## src/rtl/vram_pkg.sv

```systemverilog
// vram_pkg: shared widths, display latency and read-owner tags for the VRAM arbiter
package vram_pkg;
    localparam int DEF_ADDR_W   = 16;
    localparam int DEF_DATA_W   = 15;
    localparam int DISP_LATENCY = 3;
    typedef enum logic [1:0] {OWN_NONE, OWN_DISP, OWN_AUX} owner_t;
endpackage

```

## src/rtl/vram_wr_fifo.sv

```systemverilog
// vram_wr_fifo: register FIFO buffering RAM writes, with occupancy and address-hit lookup
module vram_wr_fifo #(
    parameter int ADDR_W = 16,
    parameter int DATA_W = 15,
    parameter int DEPTH  = 4,
    parameter int LVL_W  = $clog2(DEPTH) + 1
) (
    input  logic              clock,
    input  logic              reset_n,
    input  logic              push,
    input  logic [ADDR_W-1:0] push_addr,
    input  logic [DATA_W-1:0] push_data,
    input  logic              pop,
    output logic [ADDR_W-1:0] head_addr,
    output logic [DATA_W-1:0] head_data,
    output logic              empty,
    output logic              full,
    output logic [LVL_W-1:0]  level,
    input  logic [ADDR_W-1:0] cmp_addr,
    output logic              hit
);
    localparam int PW = $clog2(DEPTH);

    logic [PW-1:0]     wp_q, wp_d, rp_q, rp_d;
    logic [LVL_W-1:0]  lvl_q, lvl_d;
    logic [DEPTH-1:0]  vld_q, vld_d;
    logic [ADDR_W-1:0] addr_q [DEPTH];
    logic [ADDR_W-1:0] addr_d [DEPTH];
    logic [DATA_W-1:0] data_q [DEPTH];
    logic [DATA_W-1:0] data_d [DEPTH];
    logic              push_ok, pop_ok;

    assign empty     = lvl_q == '0;
    assign full      = lvl_q == LVL_W'(DEPTH);
    assign level     = lvl_q;
    assign head_addr = addr_q[rp_q];
    assign head_data = data_q[rp_q];
    // full is registered, so a push into a full FIFO is refused even when a pop happens alongside
    assign push_ok   = push && !full;
    assign pop_ok    = pop && !empty;

    // pointer, valid-bit and storage updates for push/pop
    always_comb begin
        wp_d   = wp_q;
        rp_d   = rp_q;
        vld_d  = vld_q;
        addr_d = addr_q;
        data_d = data_q;
        if (pop_ok) begin
            rp_d        = rp_q + PW'(1);
            vld_d[rp_q] = 1'b0;
        end
        if (push_ok) begin
            wp_d         = wp_q + PW'(1);
            vld_d[wp_q]  = 1'b1;
            addr_d[wp_q] = push_addr;
            data_d[wp_q] = push_data;
        end
        lvl_d = lvl_q + LVL_W'(push_ok) - LVL_W'(pop_ok);
    end

    // any live entry matching the compare address blocks a read of stale RAM data
    always_comb begin
        hit = 1'b0;
        for (int i = 0; i < DEPTH; i++)
            if (vld_q[i] && addr_q[i] == cmp_addr) hit = 1'b1;
    end

    // FIFO state registers
    always_ff @(posedge clock or negedge reset_n) begin
        if (!reset_n) begin
            wp_q   <= '0;
            rp_q   <= '0;
            lvl_q  <= '0;
            vld_q  <= '0;
            addr_q <= '{default: '0};
            data_q <= '{default: '0};
        end else begin
            wp_q   <= wp_d;
            rp_q   <= rp_d;
            lvl_q  <= lvl_d;
            vld_q  <= vld_d;
            addr_q <= addr_d;
            data_q <= data_d;
        end
    end
endmodule

```

## src/rtl/vram_arbiter.sv

```systemverilog
// vram_arbiter: shares one single-port colour RAM between display scan-out, buffered writes and aux reads
module vram_arbiter
    import vram_pkg::*;
#(
    parameter int ADDR_W     = DEF_ADDR_W,
    parameter int DATA_W     = DEF_DATA_W,
    parameter int FIFO_DEPTH = 4
) (
    input  logic              clock,
    input  logic              reset_n,
    input  logic              disp_req,
    input  logic [ADDR_W-1:0] disp_addr,
    output logic              disp_valid,
    output logic [DATA_W-1:0] disp_data,
    input  logic              wr_valid,
    output logic              wr_ready,
    input  logic [ADDR_W-1:0] wr_addr,
    input  logic [DATA_W-1:0] wr_data,
    input  logic              rd_valid,
    output logic              rd_ready,
    input  logic [ADDR_W-1:0] rd_addr,
    output logic              rd_data_valid,
    output logic [DATA_W-1:0] rd_data,
    output logic [ADDR_W-1:0] ram_addr,
    output logic              ram_we,
    output logic [DATA_W-1:0] ram_wdata,
    input  logic [DATA_W-1:0] ram_rdata,
    output logic [2:0]        wr_level
);
    localparam int LVL_W      = $clog2(FIFO_DEPTH) + 1;
    localparam int OWN_STAGES = DISP_LATENCY - 1;

    logic [ADDR_W-1:0] ram_addr_q, ram_addr_d, head_addr;
    logic [DATA_W-1:0] ram_wdata_q, ram_wdata_d, head_data;
    logic [DATA_W-1:0] disp_data_q, disp_data_d, rd_data_q, rd_data_d;
    logic              ram_we_q, ram_we_d, pref_wr_q, pref_wr_d;
    logic              disp_valid_q, disp_valid_d, rd_dv_q, rd_dv_d;
    logic              wr_pend, rd_pend, gnt_wr, gnt_rd, empty, full, hit;
    logic [LVL_W-1:0]  lvl;
    owner_t            own_q [OWN_STAGES];
    owner_t            own_d [OWN_STAGES];

    vram_wr_fifo #(
        .ADDR_W(ADDR_W),
        .DATA_W(DATA_W),
        .DEPTH (FIFO_DEPTH),
        .LVL_W (LVL_W)
    ) u_fifo (
        .clock    (clock),
        .reset_n  (reset_n),
        .push     (wr_valid),
        .push_addr(wr_addr),
        .push_data(wr_data),
        .pop      (gnt_wr),
        .head_addr(head_addr),
        .head_data(head_data),
        .empty    (empty),
        .full     (full),
        .level    (lvl),
        .cmp_addr (rd_addr),
        .hit      (hit)
    );

    assign wr_ready      = reset_n && !full;
    assign rd_ready      = reset_n && gnt_rd;
    assign wr_level      = 3'(lvl);
    assign ram_addr      = ram_addr_q;
    assign ram_we        = ram_we_q;
    assign ram_wdata     = ram_wdata_q;
    assign disp_valid    = disp_valid_q;
    assign disp_data     = disp_data_q;
    assign rd_data_valid = rd_dv_q;
    assign rd_data       = rd_data_q;

    // display always wins; leftover slots alternate write/aux, pointer moves only on contention
    always_comb begin
        wr_pend     = !empty;
        rd_pend     = rd_valid && !hit;
        gnt_wr      = !disp_req && wr_pend && (!rd_pend || pref_wr_q);
        gnt_rd      = !disp_req && rd_pend && (!wr_pend || !pref_wr_q);
        pref_wr_d   = (!disp_req && wr_pend && rd_pend) ? !pref_wr_q : pref_wr_q;
        ram_addr_d  = disp_req ? disp_addr : gnt_wr ? head_addr : gnt_rd ? rd_addr : ram_addr_q;
        ram_we_d    = gnt_wr;
        ram_wdata_d = gnt_wr ? head_data : ram_wdata_q;
    end

    // owner tags follow each read through the RAM and steer the returned word to one output
    always_comb begin
        own_d[0] = disp_req ? OWN_DISP : gnt_rd ? OWN_AUX : OWN_NONE;
        for (int i = 1; i < OWN_STAGES; i++) own_d[i] = own_q[i-1];
        disp_valid_d = own_q[OWN_STAGES-1] == OWN_DISP;
        rd_dv_d      = own_q[OWN_STAGES-1] == OWN_AUX;
        disp_data_d  = disp_valid_d ? ram_rdata : disp_data_q;
        rd_data_d    = rd_dv_d ? ram_rdata : rd_data_q;
    end

    // RAM command, owner pipeline and output registers
    always_ff @(posedge clock or negedge reset_n) begin
        if (!reset_n) begin
            ram_addr_q   <= '0;
            ram_we_q     <= 1'b0;
            ram_wdata_q  <= '0;
            pref_wr_q    <= 1'b1;
            own_q        <= '{default: OWN_NONE};
            disp_valid_q <= 1'b0;
            disp_data_q  <= '0;
            rd_dv_q      <= 1'b0;
            rd_data_q    <= '0;
        end else begin
            ram_addr_q   <= ram_addr_d;
            ram_we_q     <= ram_we_d;
            ram_wdata_q  <= ram_wdata_d;
            pref_wr_q    <= pref_wr_d;
            own_q        <= own_d;
            disp_valid_q <= disp_valid_d;
            disp_data_q  <= disp_data_d;
            rd_dv_q      <= rd_dv_d;
            rd_data_q    <= rd_data_d;
        end
    end
endmodule
```

## config.mk

```make
export PLATFORM = sky130hd
export DESIGN_NAME = vram_arbiter
export DESIGN_NICKNAME = d
export VERILOG_FILES = /design/src/rtl/vram_pkg.sv /design/src/rtl/vram_wr_fifo.sv /design/src/rtl/vram_arbiter.sv
export SDC_FILE = /design/constraint.sdc
export NUM_CORES = 1
export LEC_CHECK = 0
export CAP_MARGIN = 20
export CORE_ASPECT_RATIO = 1.25
export CORE_MARGIN = 5
export CORE_UTILIZATION = 35
export CTS_CLUSTER_SIZE = 16
export DETAILED_ROUTE_END_ITERATION = 10
export SYNTH_ARGS = -nofsm -noshare
export SYNTH_HDL_FRONTEND = slang
export SYNTH_SLANG_ARGS = --single-unit
```

## constraint.sdc

```tcl
create_clock -name clock -period 4.7 [get_ports clock]
set_input_delay 1.41 -clock clock [delete_from_list [all_inputs] [get_ports clock]]
set_output_delay 1.41 -clock clock [all_outputs]
set_load 0.05 [all_outputs]
```

==> impl_results.md <==
* Status: finished clean
* HP Start: own_d[1]$_DFF_PN0_
* I/O pin cnt at around 150
* Arrival time at the worst endpoint at 3.19 ns
* Startpoint Class: primary input
* CTS tree: done
* Initial core utilization at a little over a third
* Clock skew at 0.0117 ns
* Register bit total from synthesis at 204
* Pwr/cell area at 712 nW/um2
* Layout cells sized above 1 at 36.6%
* R2r startpoint: u_fifo.addr_q[59]$_DFFE_PN0P_
* DRC errors left at 0
* Multi-input logic area at 4410 um2
* Pre-CTS setup slack at -0.276 ns
* Synth warn at 0
* Worst slew margin at 39.2%
* Max clock buf depth at 3
* Area of the mapped netlist at 9570 um2
* Nets@finish at 914
* Dpl cell area at between 10000 and 15000 um2
* Post-synthesis simple-gate area fraction at 3.41%
* Synth top area share at between 50% and 60%
* First-pass GRT wire length at 38.2 mm
* VDD IR-drop max at between 400 and 500 uV
* ANT cells at 0
* Worst r2r dst: u_fifo.level[2]$_DFF_PN0_
* Fmax at between 0.2 and 0.25 GHz
* Leakage at 5.22 nW
* Core Area at 26900 um2
* Tightest Pin Transition at 0.913 ns
* Syn Nets at 744
* Mean cell area of the mapped netlist at around 15 um2
* Fillers at 2340
* CP endpoint kind: primary output
* Setup TNS at 0 ns
* Die W at 158 um
* Xor/xnor share of the synthesized area at ~6.3%
* Reg area at 5110 um2
* Root Buffer: clkbuf_16
* CTS Buf Count at 23
* Area Growth Syn to Fin at 32.6%
* Die Y at 195 um
* Final Cell Area at 12700 um2
* Final WL at roughly 24 mm
* Sequential area share after synthesis at 53.4%
* Remaining Overflow, GRT at 0
* Vias in the first global route at 6551
* Multiplexer share of the synthesized area at 28.9%
* Largest area contributor in the netlist: dfrtp_1
* Final worst slack at 0.104 ns
* Syn Inst Count at 651
* Max Cap Viol at 0
* DR iter-0 viols at 213
* Crit path required time at 3.29 ns
* Worst Hold Depth at 0
* Via density per instance at 5.00
* RSZ-0062 raised after global routing: no
* Minimum clock period at 4.60 ns
* Post-route ant nets at 0
* Most frequent cells in the layout: 202 x dfrtp_1, 158 x mux2_2, 132 x clkdlybuf4s50_1
* Final core area utilization at a little under half
* Cell depth of the worst flop-to-flop path at 13
* Main combinational cell family by area after synthesis: multiplexers
* Flop-to-flop setup slack at 1.84 ns
* Largest net degree at the start of global routing at 69
* Post-synthesis adder-cell area fraction at 1.39%
* H-tree depth at 1
* Initial antenna violation count at 1
* Critical path class: primary input to primary output
* Final Cycle Share at a little over nine tenths
* Largest cells by area after synthesis: dfrtp_1 53%, mux2_2 19%, mux4_2 7.3%
* Clock Pin Slew Worst Setup and Hold Paths at roughly 0.060 ns
* Number of placement rows at 67
* Most common cell after layout, fill and taps aside: dfrtp_1
* HP Class: register to register
* Final setup viols at 0
* 1st-pass router iterations at 4
* Sink Count at 204
* Fin. Hold Viols at 0
* Routed WL per cell at 20.4 um
* Compound-Gate Fraction of Synth Area at 3.45%
* Port Buf Inserts at 151
* Crit path max fanout at 5
* DIE AREA at 30800 um2
* Total Power at 0.00903 W
* Synth unique cells at 37
* DP Wirelength at 16.9 mm
* Clk_lat worst skew at 0.51 ns
* Hold Path End: own_q[1]$_DFF_PN0_
* Via count at 5905
* Gpl congestion at 0.829
* GRT Overall Usage at approximately 16%
* Fin. max-slew vios at 0
==> Yosys cell counts, drive strengths merged <==
master    n
dfrtp   203
mux2    184
buf      39
xor2     35
xnor2    34
mux4     31
nand2b   21
o221a    16
clkbuf   10
ha        9
inv       9
nand2     9
nor4      8
a21oi     6
nand3     6
nand4     6
a31oi     5
nor3      3
a21boi    2
nor2      2
o21ai     2
a211o     1
a211oi    1
a31o      1
a41oi     1
and2      1
dfstp     1
fa        1
nor2b     1
o211ai    1
o22ai     1
or3       1
==> cell type report <==
cell class / count / area share, %
inverter: 9 / 0.266
clock buffer: 32 / 5.12
timing repair buffer: 194 / 15.0
tap: 345 / 3.40
multi-input combinational: 389 / 34.8
clock inverter: 9 / 1.21
sequential: 204 / 40.3
==> worst max path at each step <==
stage / start / end / slack [ns] / cells after the start
6_report: rd_addr[11] / rd_ready / 0.10 / 10
5_1_grt: rd_addr[1] / rd_ready / 0.007 / 11
4_1_cts: rd_addr[3] / rd_ready / 0.003 / 11
3_5_place_dp: rd_addr[4] / rd_ready / -0.28 / 11
3_3_place_gp: rd_addr[4] / rd_ready / -0.27 / 11
2_1_floorplan: rd_addr[14] / rd_ready / 0.31 / 9
==> through the flow <==
step / instances / hold slack [ns]
finish: 1182 / 0.347
global route: 1182 / 0.350
CTS: 1180 / 0.346
detailed placement: 1139 / 0.335
global placement: 1139 / 0.337
floorplan: 651 / 0.331
==> flip-flops by register name, summed over array words and instances (netlist names) <==
name           flops
ram_addr          16
u_fifo.vld_q       4
disp_valid         1
ram_wdata         15
u_fifo.data_q     60
disp_data         15
u_fifo.wp_q        2
u_fifo.addr_q     64
own_q              2
rd_data           15
rd_data_valid      1
u_fifo.rp_q        2
own_d              2
pref_wr_q          1
ram_we             1
u_fifo.level       3
==> critical path: stages <==
cell and delay, ns:
dlygate4sd2_1 0.35, xor2_1 0.25, nor4_2 0.09, nand3_1 0.10, o22ai_2 0.10, a41oi_2 0.21
nand2_2 0.11, a211oi_2 0.23, and2_4 0.19, buf_12 0.13
==> timing repair <==
action / CTS / global route
setup buffers: 1 / 2
pin swaps: 13 / 7
setup endpoints to repair: 1 / 1
hold buffers: 0 / 0
resized for setup: 45 / 12
==> metal layers <==
metal  GRT usage [%]  vias up  part of all wire (%)
li1                -     2668                     -
met1            21.0     3036                    42
met2            26.9      164                    49
met3            2.91       35                   6.6
met4            2.93        2                   1.5
met5               0        -                 0.029
==> logic make-up after synthesis <==
group	after synthesis
AO/OA/AOI/OAI	37
multiplexers	215
flip-flops	204
AND/OR/NAND/NOR	58
buffers and inverters	58
adder cells (fa/ha/maj)	10
XOR/XNOR	69
==> where the power goes <==
part / internal, W / switching [W]
Sequential: 0.00258 / 0.000691
Clock: 0.00118 / 0.000718
Combinational: 0.00197 / 0.00189
Total: 0.00573 / 0.00330
No activity file was read; power rests on OpenSTA's default activity.
